==> src/rtl/w_buf_loader.sv <==
// Weight-buffer loader: gathers COL stream words into one packed row and writes
// row_cnt rows to consecutive buffer addresses, wrapping modulo DEPTH.
module w_buf_loader #(
  parameter int WIDTH      = 32,
  parameter int DEPTH      = 16,
  parameter int COL        = 10,
  parameter int ADDR_WIDTH = $clog2(DEPTH)
) (
  input  logic                   clk,
  input  logic                   rst_i,
  input  logic                   start_i,
  input  logic [ADDR_WIDTH-1:0]  base_addr_i,
  input  logic [ADDR_WIDTH:0]    row_cnt_i,
  input  logic                   s_valid_i,
  input  logic [WIDTH-1:0]       s_data_i,
  output logic                   s_ready_o,
  output logic                   wr_en_o,
  output logic [ADDR_WIDTH-1:0]  wr_addr_o,
  output logic [WIDTH*COL-1:0]   wr_data_o,
  output logic                   busy_o,
  output logic                   done_o
);

  localparam int CW = ADDR_WIDTH + 1;
  localparam int WW = (COL > 1) ? $clog2(COL) : 1;
  localparam int RW = WIDTH * COL;

  typedef enum logic [1:0] {
    IDLE  = 2'd0,
    FILL  = 2'd1,
    WRITE = 2'd2,
    DONE  = 2'd3
  } state_t;

  state_t                r_state;
  state_t                w_next;
  logic [ADDR_WIDTH-1:0] r_addr;
  logic [CW-1:0]         r_cnt;
  logic [CW-1:0]         r_row_idx;
  logic [WW-1:0]         r_word;
  logic [RW-1:0]         r_row;
  logic                  w_accept;
  logic                  w_last_word;
  logic                  w_last_row;
  logic                  w_write;
  logic [CW-1:0]         w_cnt_lim;

  assign w_accept    = (r_state == FILL) && s_valid_i;
  assign w_last_word = (r_word == WW'(COL - 1));
  assign w_last_row  = ((r_row_idx + CW'(1)) == r_cnt);
  assign w_cnt_lim   = (row_cnt_i > CW'(DEPTH)) ? CW'(DEPTH) : row_cnt_i;
  assign w_write     = (r_state == WRITE);

  // State register
  always_ff @(posedge clk) begin
    if (rst_i) begin
      r_state <= IDLE;
    end else begin
      r_state <= w_next;
    end
  end

  // Next-state decode
  always_comb begin
    w_next = r_state;
    case (r_state)
      IDLE: begin
        if (start_i) begin
          w_next = (w_cnt_lim == {CW{1'b0}}) ? DONE : FILL;
        end else begin
          w_next = IDLE;
        end
      end
      FILL: begin
        if (w_accept && w_last_word) begin
          w_next = WRITE;
        end else begin
          w_next = FILL;
        end
      end
      WRITE: begin
        if (w_last_row) begin
          w_next = DONE;
        end else begin
          w_next = FILL;
        end
      end
      DONE:    w_next = IDLE;
      default: w_next = IDLE;
    endcase
  end

  // Load parameters, word packing and row/address stepping
  always_ff @(posedge clk) begin
    if (rst_i) begin
      r_addr    <= {ADDR_WIDTH{1'b0}};
      r_cnt     <= {CW{1'b0}};
      r_row_idx <= {CW{1'b0}};
      r_word    <= {WW{1'b0}};
      r_row     <= {RW{1'b0}};
    end else begin
      case (r_state)
        IDLE: begin
          if (start_i) begin
            r_addr    <= base_addr_i;
            r_cnt     <= w_cnt_lim;
            r_row_idx <= {CW{1'b0}};
            r_word    <= {WW{1'b0}};
            r_row     <= {RW{1'b0}};
          end
        end
        FILL: begin
          if (w_accept) begin
            for (int k = 0; k < COL; k++) begin
              if (r_word == WW'(k)) begin
                r_row[k*WIDTH +: WIDTH] <= s_data_i;
              end
            end
            r_word <= w_last_word ? {WW{1'b0}} : (r_word + WW'(1));
          end
        end
        WRITE: begin
          r_row_idx <= r_row_idx + CW'(1);
          // Address wraps at DEPTH even when DEPTH is not a power of two
          r_addr    <= (r_addr == ADDR_WIDTH'(DEPTH - 1)) ? {ADDR_WIDTH{1'b0}}
                                                         : (r_addr + ADDR_WIDTH'(1));
          r_word    <= {WW{1'b0}};
        end
        default: begin
        end
      endcase
    end
  end

  assign s_ready_o = (r_state == FILL);
  assign busy_o    = (r_state != IDLE);
  assign done_o    = (r_state == DONE);
  assign wr_en_o   = w_write;
  assign wr_addr_o = w_write ? r_addr : {ADDR_WIDTH{1'b0}};
  assign wr_data_o = w_write ? r_row : {RW{1'b0}};

endmodule

==> config.mk <==
export PLATFORM = sky130hd
export DESIGN_NAME = w_buf_loader
export DESIGN_NICKNAME = d
export VERILOG_FILES = /design/src/rtl/w_buf_loader.sv
export SDC_FILE = /design/constraint.sdc
export NUM_CORES = 1
export LEC_CHECK = 0
export ABC_AREA = 0
export BUFFER_PORTS_ARGS = -buffer_cell sky130_fd_sc_hd__buf_4
export CORE_MARGIN = 3
export CORE_UTILIZATION = 45
export DETAILED_ROUTE_END_ITERATION = 16
export HOLD_SLACK_MARGIN = 0.12
export MAX_ROUTING_LAYER = met4
export PLACE_DENSITY_LB_ADDON = 0.15
export SLEW_MARGIN = 20
export SYNTH_ARGS = -nofsm -noshare
export SYNTH_HDL_FRONTEND = slang
export SYNTH_SLANG_ARGS = --single-unit
==> constraint.sdc <==
create_clock -name clk -period 4.4 [get_ports clk]
set_clock_uncertainty 0.2 [all_clocks]
set_input_delay 0.44 -clock clk [delete_from_list [all_inputs] [get_ports clk]]
set_output_delay 0.44 -clock clk [all_outputs]
set_load 0.05 [all_outputs]
==> flow_summary.yaml <==
critical_path:
  critPathSlowestCell: "dfxtp_2"
  worstSetupPathType: "reg -> out"
  cp.arrival_ns: 2.78
  r2r_slack_ns: 1.43
  cp_num_buf_inv: 3
  reg2regPathDepth: 5
  end_kind: "primary output"
  path_delay_family: "buffers and inverters"
  worstPathRequired_ns: 3.76
  slowest_delay_ns: 0.51
  cp-start-kind: "flip-flop"
  r2r_start: "r_state[0]$_SDFF_PP0_"
  crit_chain: "nand2b_1 > inv_6 > buf_12 > and2_1 > buf_4"
  worst_r2r_endpoint: "r_row[48]$_SDFFE_PP0P_"
  crit_fanout: 112
cells_and_area:
  syn2layout_area_growth_pct: 25.54
  nNetsFinal: 1960
  final_cell_area_um2: 19260
  drive_above_1_share_pct: 24.15
  n_antenna_cell: 0
sta:
  maxSlewViolCount: 0
  final-setup-viol-count: 0
  fin_tns_setup_ns: 0
  worst_pin_slew_ns: 0.9698
  min_period_over_period_pct: 77.77
  rsz0062_at_grt: "no"
  fmax_mhz: 292.2
  min_period_ns: 3.422
  finalHoldViolCount: 0
  relSlewSlack_pct: 35.35
clocking:
  path_clk_slew_ns: 0.06
  clock-sinks: 340
  clk_latency_ns: 0.50
  cts_buffers: 37
  clockBufferDepth: 3
  cts_tree: "built"
  htreeDepth: 2
  cts_root_buffer: "clkbuf_16"
  post_cts_resized: 0
placed_design:
  place_area_um2: 18060
  gp_congestion: 0.8102
  hpwl_um: 29260
  io_buffer_count: 372
routing:
  drc: 0
  drt_first_pass_iters: 5
  postRouteAntennaNets: 0
  top_layer_used: "met4"
  wl_met1_um: 19190
  wl_met3_um: 3239
  vias: 11770
  drt_iter0_drc: 670
  vias_per_cell: 4.946
  wl_met2_um: 20830
  wirelength_um: 44410
  wl_per_cell_um: 18.66
global_routing:
  track_usage_pct: 24.14
  first_global_vias: 11470
  grt_pass1_wl_um: 67380
  grt_max_degree: 140
  antenna_found_initial: 0
  overflow: 0
synthesis:
  yosys_warnings: 0
  yosysTopAreaCellShare_pct: 44.35
  syn_inst: 1620
  syn_area_um2: 15350
  synth_area_leaders: "dfxtp_1 (44%), mux2i_1 (21%), and2_1 (15%)"
  syn_avg_cell_area_um2: 9.473
  synth.distinct_cells: 50
  synthArstFlopShare_pct: 0
  yosysTopAreaCell: "dfxtp_1"
  synth_nets: 1667
  ys_ff_latch: 340
  synth_ff_type: "dfxtp_1"
  ys_seq_area_share_pct: 44.35
  synth-edff-count: 0
hold_path:
  hold_start: "s_valid_i"
  whs_endpoint: "r_state[0]$_SDFF_PP0_"
  hold_class: "in -> reg"
  whs_path_depth: 4
power_and_ir_drop:
  cellLeakagePower_nw: 8.797
  vdd_drop_max_v: 0.0002596
  pwr_density_cell_nw_per_um2: 357.4
die:
  coreArea_um2: 33030
  start_util_pct: 46.46
  die_x_um: 190.7
  rows: 66
  ioPinCount: 373
  dieArea_um2: 36350
  fp.dieH_um: 190.7
run:
  drv_cap: 0
status:
  outcome: "finished clean"
-- state kept, by name (all words and copies together), names as in the netlist --
register and cells:
r_word 4, r_addr 4, r_state 2, r_row 320
r_row_idx 5, r_cnt 5
-- Yosys cell counts, drive strengths merged (2+ instances only) --
| library cell | count |
|---|---|
| ha | 2 |
| nor2b | 3 |
| or4 | 2 |
| o22ai | 2 |
| xnor2 | 2 |
| or4b | 4 |
| and2 | 358 |
| nand2 | 14 |
| dfxtp | 340 |
| or3 | 2 |
| buf | 69 |
| nand3 | 4 |
| o21ai | 7 |
| nand4bb | 5 |
| clkbuf | 83 |
| a21oi | 20 |
| nor2 | 331 |
| a311oi | 2 |
| a211oi | 11 |
| mux2i | 321 |
| xor2 | 3 |
| nand3b | 6 |
| nand4b | 2 |
| inv | 6 |
| nand2b | 6 |
-- through the flow --
stage	utilization (%)	setup slack [ns]	power, W	hold slack [ns]	instances
floorplan	-	1.738	0.003890	0.2403	1620
global placement	54.67	1.060	0.004059	0.2561	2307
detailed placement	54.67	0.9748	0.004074	0.2600	2307
CTS	58.32	0.5642	0.006955	0.1529	2380
global route	58.32	0.7659	0.007136	0.1659	2380
finish	58.32	0.9780	0.006886	0.1617	2380
-- layer usage --
metal  vias up  track usage [%]
li1       5794                -
met1      5559            30.14
met2       349            38.90
met3        69            6.250
met4         0            6.746
met5         -                -
-- cell families (layout without fill, tap and decap cells) --
group / after synthesis / after routing / share of synthesized area (%)
adder cells (fa/ha/maj): 2 / 2 / 0.1630
AND/OR/NAND/NOR: 742 / 742 / 25.07
AO/OA/AOI/OAI: 52 / 52 / 2.732
XOR/XNOR: 5 / 5 / 0.2854
flip-flops: 340 / 340 / 44.35
multiplexers: 321 / 321 / 20.94
buffers and inverters: 158 / 476 / 6.457
-- how the worst max path moves through the flow --
stage                          start                      end  slack [ns]  depth (start not counted)
2_1_floorplan  r_state[1]$_SDFF_PP0_           wr_data_o[275]        1.74                          6
3_3_place_gp   r_state[0]$_SDFF_PP0_  r_row[176]$_SDFFE_PP0P_        1.06                          5
3_5_place_dp   r_state[0]$_SDFF_PP0_  r_row[240]$_SDFFE_PP0P_        0.97                          5
4_1_cts        r_state[0]$_SDFF_PP0_            wr_data_o[26]        0.56                          5
5_1_grt        r_state[0]$_SDFF_PP0_           wr_data_o[212]        0.77                          5
6_report       r_state[0]$_SDFF_PP0_           wr_data_o[212]        0.98                          5
-- area by class of cell --
cell class	count	area [um^2]
sequential	340	6808
timing repair buffer	406	3166
fill	3005	13770
clock inverter	7	42.54
inverter	6	27.53
tap	442	553.0
multi-input combinational	1122	7597
clock buffer	57	1071
-- layout by cell type (no fill, tap or decap), drive strengths merged, types with 3 or more instances in the layout --
cell / Yosys / final
buf: 69 / 397
and2: 358 / 358
dfxtp: 340 / 340
nor2: 331 / 331
mux2i: 321 / 321
clkbuf: 83 / 57
a21oi: 20 / 20
nand2: 14 / 14
a211oi: 11 / 11
dlygate4sd3: 0 / 9
inv: 6 / 8
o21ai: 7 / 7
nand3b: 6 / 6
nand2b: 6 / 6
nand4bb: 5 / 5
clkinv: 0 / 5
nand3: 4 / 4
or4b: 4 / 4
xor2: 3 / 3
nor2b: 3 / 3
-- worst reg2reg max path: stages, from the launching register on --
cell and delay [ns]:
dfxtp_2 0.75, nor2b_4 0.79, buf_4 0.34, and2_1 0.55
mux2i_1 0.16, nor2_1 0.11
-- what timing repair did --
| action | 4_1_cts | 5_1_grt |
|---|---|---|
| buffers inserted | 0 | 0 |
| hold endpoints to repair | 9 | 0 |
| hold buffers | 9 | 0 |
-- report_power, final --
group          internal [W]  total (W)  switching (W)
logic              0.000307   0.000751       0.000444
registers           0.00319    0.00326      0.0000691
clock network       0.00167    0.00288        0.00120
(Power assumes the default switching activity.)
